<file path="src/rtl/ser_pkg.sv">
// rtl/ser_pkg.sv - shared types and limits for the bit serializer
package ser_pkg;

  typedef enum logic {
    SER_IDLE  = 1'b0,
    SER_SHIFT = 1'b1
  } ser_state_t;

  localparam int SER_MAX_WIDTH = 32;

endpackage

</file>
<file path="src/rtl/ser_hold_buf.sv">
// rtl/ser_hold_buf.sv - one-entry holding buffer in front of the shifter
// word_ready is a register tracking the next value of ~hold_full so it never depends on inputs combinationally.
module ser_hold_buf #(
  parameter int WIDTH = 8
) (
  input  logic             clk,
  input  logic             R,
  input  logic [WIDTH-1:0] word_in,
  input  logic             word_valid,
  input  logic             pop_i,
  output logic             word_ready_o,
  output logic [WIDTH-1:0] hold_word_o,
  output logic             hold_full_o,
  output logic             hold_full_next_o
);

  logic [WIDTH-1:0] hold_q, hold_d;
  logic             hold_full_q, hold_full_d;
  logic             word_ready_q;
  logic             push;

  // push requires an empty hold and pop requires a full one, so they never coincide
  assign push        = word_valid & word_ready_q;
  assign hold_full_d = push | (hold_full_q & ~pop_i);
  assign hold_d      = push ? word_in : hold_q;

  always_ff @(posedge clk or posedge R) begin
    if (R) begin
      hold_q       <= '0;
      hold_full_q  <= 1'b0;
      word_ready_q <= 1'b1;
    end else begin
      hold_q       <= hold_d;
      hold_full_q  <= hold_full_d;
      word_ready_q <= ~hold_full_d;
    end
  end

  assign word_ready_o     = word_ready_q;
  assign hold_word_o      = hold_q;
  assign hold_full_o      = hold_full_q;
  assign hold_full_next_o = hold_full_d;

endmodule

</file>
<file path="src/rtl/bit_serializer.sv">
// rtl/bit_serializer.sv - parallel-to-serial source with one-word hold buffer
// Every output is computed from next-state values and registered, so ser_out changes only on clk or R.
module bit_serializer
  import ser_pkg::*;
#(
  parameter int WIDTH     = 8,
  parameter bit LSB_FIRST = 1'b0,
  parameter bit IDLE_BIT  = 1'b0
) (
  input  logic             clk,
  input  logic             R,
  input  logic [WIDTH-1:0] word_in,
  input  logic             word_valid,
  output logic             word_ready,
  output logic             ser_out,
  output logic             ser_valid,
  output logic             frame_last,
  output logic             busy
);

  localparam int CNT_W = $clog2(WIDTH);
  localparam logic [CNT_W-1:0] CNT_MAX = CNT_W'(WIDTH - 1);

  ser_state_t       state_q, state_d;
  logic [CNT_W-1:0] cnt_q, cnt_d;
  logic [WIDTH-1:0] shift_q, shift_d;
  logic             ser_out_q, ser_out_d;
  logic             ser_valid_q, ser_valid_d;
  logic             frame_last_q, frame_last_d;
  logic             busy_q, busy_d;

  logic             load;
  logic [WIDTH-1:0] hold_word;
  logic             hold_full;
  logic             hold_full_next;

  ser_hold_buf #(.WIDTH(WIDTH)) u_hold (
    .clk              (clk),
    .R                (R),
    .word_in          (word_in),
    .word_valid       (word_valid),
    .pop_i            (load),
    .word_ready_o     (word_ready),
    .hold_word_o      (hold_word),
    .hold_full_o      (hold_full),
    .hold_full_next_o (hold_full_next)
  );

  function automatic logic head_bit(input logic [WIDTH-1:0] w);
    return LSB_FIRST ? w[0] : w[WIDTH-1];
  endfunction

  always_comb begin
    state_d = state_q;
    cnt_d   = cnt_q;
    shift_d = shift_q;
    load    = 1'b0;
    unique case (state_q)
      SER_IDLE: load = hold_full;
      SER_SHIFT: begin
        if (cnt_q != CNT_MAX) begin
          shift_d = LSB_FIRST ? (shift_q >> 1) : (shift_q << 1);
          cnt_d   = cnt_q + CNT_W'(1);
        end else if (hold_full) begin
          load = 1'b1;
        end else begin
          state_d = SER_IDLE;
          cnt_d   = '0;
        end
      end
      default: state_d = SER_IDLE;
    endcase
    // a pending word enters the shifter directly after the last bit, keeping the stream gapless
    if (load) begin
      shift_d = hold_word;
      cnt_d   = '0;
      state_d = SER_SHIFT;
    end
  end

  always_comb begin
    ser_valid_d  = (state_d == SER_SHIFT);
    ser_out_d    = ser_valid_d ? head_bit(shift_d) : IDLE_BIT;
    frame_last_d = ser_valid_d && (cnt_d == CNT_MAX);
    busy_d       = hold_full_next | ser_valid_d;
  end

  always_ff @(posedge clk or posedge R) begin
    if (R) begin
      state_q      <= SER_IDLE;
      cnt_q        <= '0;
      shift_q      <= '0;
      ser_out_q    <= IDLE_BIT;
      ser_valid_q  <= 1'b0;
      frame_last_q <= 1'b0;
      busy_q       <= 1'b0;
    end else begin
      state_q      <= state_d;
      cnt_q        <= cnt_d;
      shift_q      <= shift_d;
      ser_out_q    <= ser_out_d;
      ser_valid_q  <= ser_valid_d;
      frame_last_q <= frame_last_d;
      busy_q       <= busy_d;
    end
  end

  assign ser_out    = ser_out_q;
  assign ser_valid  = ser_valid_q;
  assign frame_last = frame_last_q;
  assign busy       = busy_q;

endmodule
</file>
<file path="config.mk">
export PLATFORM = sky130hd
export DESIGN_NAME = bit_serializer
export DESIGN_NICKNAME = d
export VERILOG_FILES = /design/src/rtl/ser_pkg.sv /design/src/rtl/ser_hold_buf.sv /design/src/rtl/bit_serializer.sv
export SDC_FILE = /design/constraint.sdc
export NUM_CORES = 1
export LEC_CHECK = 0
export ABC_AREA = 1
export CAP_MARGIN = 20
export CORE_UTILIZATION = 55
export DETAILED_ROUTE_END_ITERATION = 10
export PLACE_DENSITY = 0.84
export RECOVER_POWER = 25
export SLEW_MARGIN = 15
export SYNTH_ARGS = -nofsm -noshare
export SYNTH_HDL_FRONTEND = slang
export SYNTH_SLANG_ARGS = --single-unit
</file>
<file path="constraint.sdc">
create_clock -name clk -period 2.4 [get_ports clk]
set_input_delay 0.24 -clock clk [delete_from_list [all_inputs] [get_ports clk]]
set_output_delay 0.24 -clock clk [all_outputs]
set_load 0.05 [all_outputs]
</file>
=== Word-level counts from Yosys, hierarchy flattened ===
Index checks and enable logic that the tools add are counted.

* Flip-flop bits (word level): 25
* Input bits: 11
* Output and inout bits: 5
* Word-level logic and storage cells: 38

* $add $sub $neg: 1
* Eq/ne operators: 2
* Mux-type cells: 14
* Bitwise logic cells: 7
* Reductions and logical operators: 4

{| class="wikitable"
|+ Operators with widths
! cell !! number
|-
| $mux W8 || 3
|-
| $mux W3 || 4
|-
| $mux W1 || 6
|-
| $reduce_bool A2 Y1 || 2
|-
| $add A3 B1 Y3 const B || 1
|-
| $eq A3 B3 Y1 const B || 1
|-
| $ne A3 B3 Y1 const B || 1
|-
| $not A1 Y1 || 3
|-
| $and A1 B1 Y1 || 2
|-
| $or A1 B1 Y1 || 2
|-
| $pmux W1 S2 || 1
|-
| $reduce_and A2 Y1 || 1
|-
| $logic_and A1 B1 Y1 || 1
|}

=== Logic depth before layout (Yosys ltp) ===
* Word-level depth: 7
* Gate-level depth with buffers: 9

=== By module ===
Synthesis repeated with hierarchy kept, for this count alone.

* Cell total of the unflattened synthesis: 127
* Area, all modules: 1,111.1 um^2

{| class="wikitable"
|+ Modules (own cells, without submodules)
! module !! times used !! cells an instance !! area each (um^2) !! sequential area each (um^2)
|-
| bit_serializer || 1 || 84 || 690.7 || 375.4
|-
| ser_hold_buf || 1 || 43 || 420.4 || 251.5
|}

=== Worst setup path after synthesis ===
OpenSTA, ideal clock, no wires.

* Kind: register -> register
* Start: register u_hold.word_ready_q (netlist: u_hold.word_ready_o)
* End: register u_hold.hold_q[1] (netlist: u_hold.hold_word_o[1])
* Library setup time: 0.125 ns
* Arrival time: 1.250 ns
* Path slack: 1.025 ns
* Stages on the path, launching flop included: 4
* Path buffers: 1
* Period minus slack after synthesis: 1.375 ns
* Path through: dfstp_2 nand2_1 buf_2 mux2_2

* Word-level cells in the longest chain between the ends: 1

{| class="wikitable"
|+ RTL lines
! what !! line !! text
|-
| from (decl) || ser_hold_buf.sv:19 || <nowiki>logic word_ready_q;</nowiki>
|-
| from (signal assigned) || ser_hold_buf.sv:35 || <nowiki>word_ready_q <= ~hold_full_d;</nowiki>
|-
| $and A1 B1 Y1 || ser_hold_buf.sv:23 || <nowiki>assign push = word_valid & word_ready_q;</nowiki>
|-
| to (signal assigned) || ser_hold_buf.sv:33 || <nowiki>hold_q <= hold_d;</nowiki>
|-
| to (decl) || ser_hold_buf.sv:17 || <nowiki>logic [WIDTH-1:0] hold_q, hold_d;</nowiki>
|}

No other way between the ends.
A chain may end at the register's enable or synchronous reset.

=== Worst setup path in the final report ===
* Start: register u_hold.word_ready_q (netlist: u_hold.word_ready_o)
* End: output word_ready

{| class="wikitable"
|+ RTL lines
! what !! line !! text
|-
| to (decl) || bit_serializer.sv:14 || <nowiki>output logic word_ready,</nowiki>
|}

No word-level cell between the ends.

==> reports/qor.csv <==
metric,value,unit
status,finished clean,
register area share after synthesis,60.58,%
H-Tree Depth,1,
Sw Share,38.57,%
Area Growth Syn to Fin,19.95,%
FF-to-FF path depth,8,
Max rail drop VDD,0.8953,mV
"Arr. time, crit path",1.64,ns
std cell rows,15,
most frequent cells in the layout,"nand2_1, dfrtp_1, clkdlybuf4s50_1",
leakage,0.6083,nW
Detail Route Antenna Nets,0,
"slowest stage delay, CP",0.79,ns
IO Pins,16,
hold path start,shift_q[6],
post-synth top area share,58.04,%
Flop pwr share,47.7,%
vias in the first global route,646,
Worst Hold End,shift_q[6],
critical path required time,2.16,ns
Yosys Warn Count,0,
Crit path max-delay family,buffers and inverters,
Hold Buf Count CTS,0,
TritonCTS clock tree,built,
CTS Sinks,25,
RSZ-0062 raised after global routing,no,
Psw,569.6,µW
Buffers & Inverters on Critical Path,1,
Die Footprint,2059,µm²
layout cell share with drive strength beyond 1,12.90,%
Placer Congestion,0.7641,
"wirelength, routed",1614,µm
r2r setup slk,0.90,ns
CP max-delay cell,clkdlybuf4s50_1,
Worst Skew,0.001917,ns
PwrDens,1190,nW/µm²
Final Slew Violations,0,
Nets,139,
Setup CP Type,flop to output port,
Synthesized Nets,119,
via density per instance,4.966,
fmax,0.5329,GHz
Synth area leaders,"dfrtp_1, nand2_1, mux2_2",
cell taking the most area after synthesis,dfrtp_1,
worst-path fanout max,2,
cts bufs inserted,3,
DRC,0,
internal power,907.1,µW
antenna cells,0,
Die W,45.38,µm
CTS Buffer Depth,2,
initial DRC count,10,
R2R Path Start,cnt_q[0],
Clock Root Buffer,clkbuf_4,
hold depth,2,
Netlist cell types,16,
die height,45.38,µm
final hold violations,0,
port bufs,15,
setup_tns,0,ns
design area,1241,µm²
Post-DP HPWL,1204,µm
post-place instance area,1219,µm²
Worst Setup Start Kind,flop,
remaining global-route overflow,0,
initial antenna violation count,0,
Pre-Repair DR Iteration Count,5,
Netlist Area Pre-Place,1035,µm²
Mean Syn Cell Area,9.855,µm²
later-pin clock latency in the skew report,0.29,ns
final setup violation count,0,
largest net degree at the start of global routing,26,
worst min path class,flop to flop,
Worst-Margin Slew,1.274,ns
share of total power in the clock network,11.7,%
Routed WL per cell,10.83,µm
final period utilization,78.19,%
max cap viols,0,
sequence of cells on the critical path,clkdlybuf4s50_1,
RR Endpoint,shift_q[2],
clk slew on worst S/H paths,0.12,ns
#FFs+latches synth,25,
crit path time final,1.876,ns
"most common cell after layout, fill and taps aside",nand2_1,
Post-CTS Resized,0,
Slew HR,15.10,%
Gate Count Post-Synth,105,
setup bufs post-CTS,0,
Crit. End Element,output port,
via count,740,
WHS,0.4972,ns
Comb power frac,40.5,%
CORE AREA,1745,µm²
first-pass GRT wire length,2684,µm
Initial Utilization,59.28,%
Total GRT Usage,18.60,%
-- through the flow --
stage	setup WS [ns]	total power, mW	cells	utilization, %
finish	0.5236	1.477	149	71.11
global route	0.4833	1.597	149	71.11
CTS	0.5156	1.494	149	71.33
detailed placement	0.8606	1.320	145	69.82
global placement	0.8642	1.279	145	69.82
floorplan	1.025	1.150	105	-
-- worst max path at each step --
stage,start,end,depth (start not counted)
floorplan,u_hold.word_ready_o,u_hold.hold_word_o[1],3
global placement,u_hold.word_ready_o,word_ready,1
detailed placement,u_hold.word_ready_o,word_ready,1
CTS,u_hold.word_ready_o,word_ready,1
global route,u_hold.word_ready_o,word_ready,1
finish,u_hold.word_ready_o,word_ready,1
-- layer usage --
metal,track usage (%),part of all wire (%)
met2,32.75,49
met5,0,0
met1,24.00,46
met3,2.381,2.9
met4,5.455,1.3
-- power groups by stage --
stage               Clock (mW)  Sequential, mW  Combinational, mW
floorplan                    0           0.772              0.378
global placement             0           0.706              0.574
detailed placement           0           0.715              0.605
CTS                      0.180           0.706              0.608
global route             0.197           0.723              0.678
finish                   0.173           0.705              0.599
-- synth_stat cells --
cell / n
inv_1: 10
nand3_1: 10
a22oi_1: 1
a21oi_1: 3
o21ai_1: 1
o21ai_0: 1
dfrtp_1: 24
nor2_1: 5
nand2_1: 33
dfstp_2: 1
buf_2: 1
mux2_2: 6
nand2_2: 2
ha_1: 3
inv_2: 3
nor2_4: 1
-- state kept, by name (all words and copies together), names as in the netlist --
signal	flops
u_hold.word_ready_o	1
u_hold.hold_word_o	8
shift_q	8
frame_last	1
cnt_q	3
ser_valid	1
busy	1
ser_out	1
u_hold.hold_full_o	1
-- cells by family after synthesis --
kind of cell               synth area share (%)
adders and majority gates                 3.628
muxes                                     6.529
DFF                                       60.58
AOI/OAI and AO/OA                         3.143
buffers and inverters                     5.199
and+or+nand+nor                           20.92
-- area by class of cell --
type / count / area [µm²]
inverter: 13 / 48.80
tap: 25 / 31.28
clock buffer: 4 / 26.28
fill: 147 / 504.2
multi-input combinational: 66 / 354.1
sequential: 25 / 626.9
timing repair buffer: 16 / 153.9
Note: power is estimated with default switching activity, not from simulation.
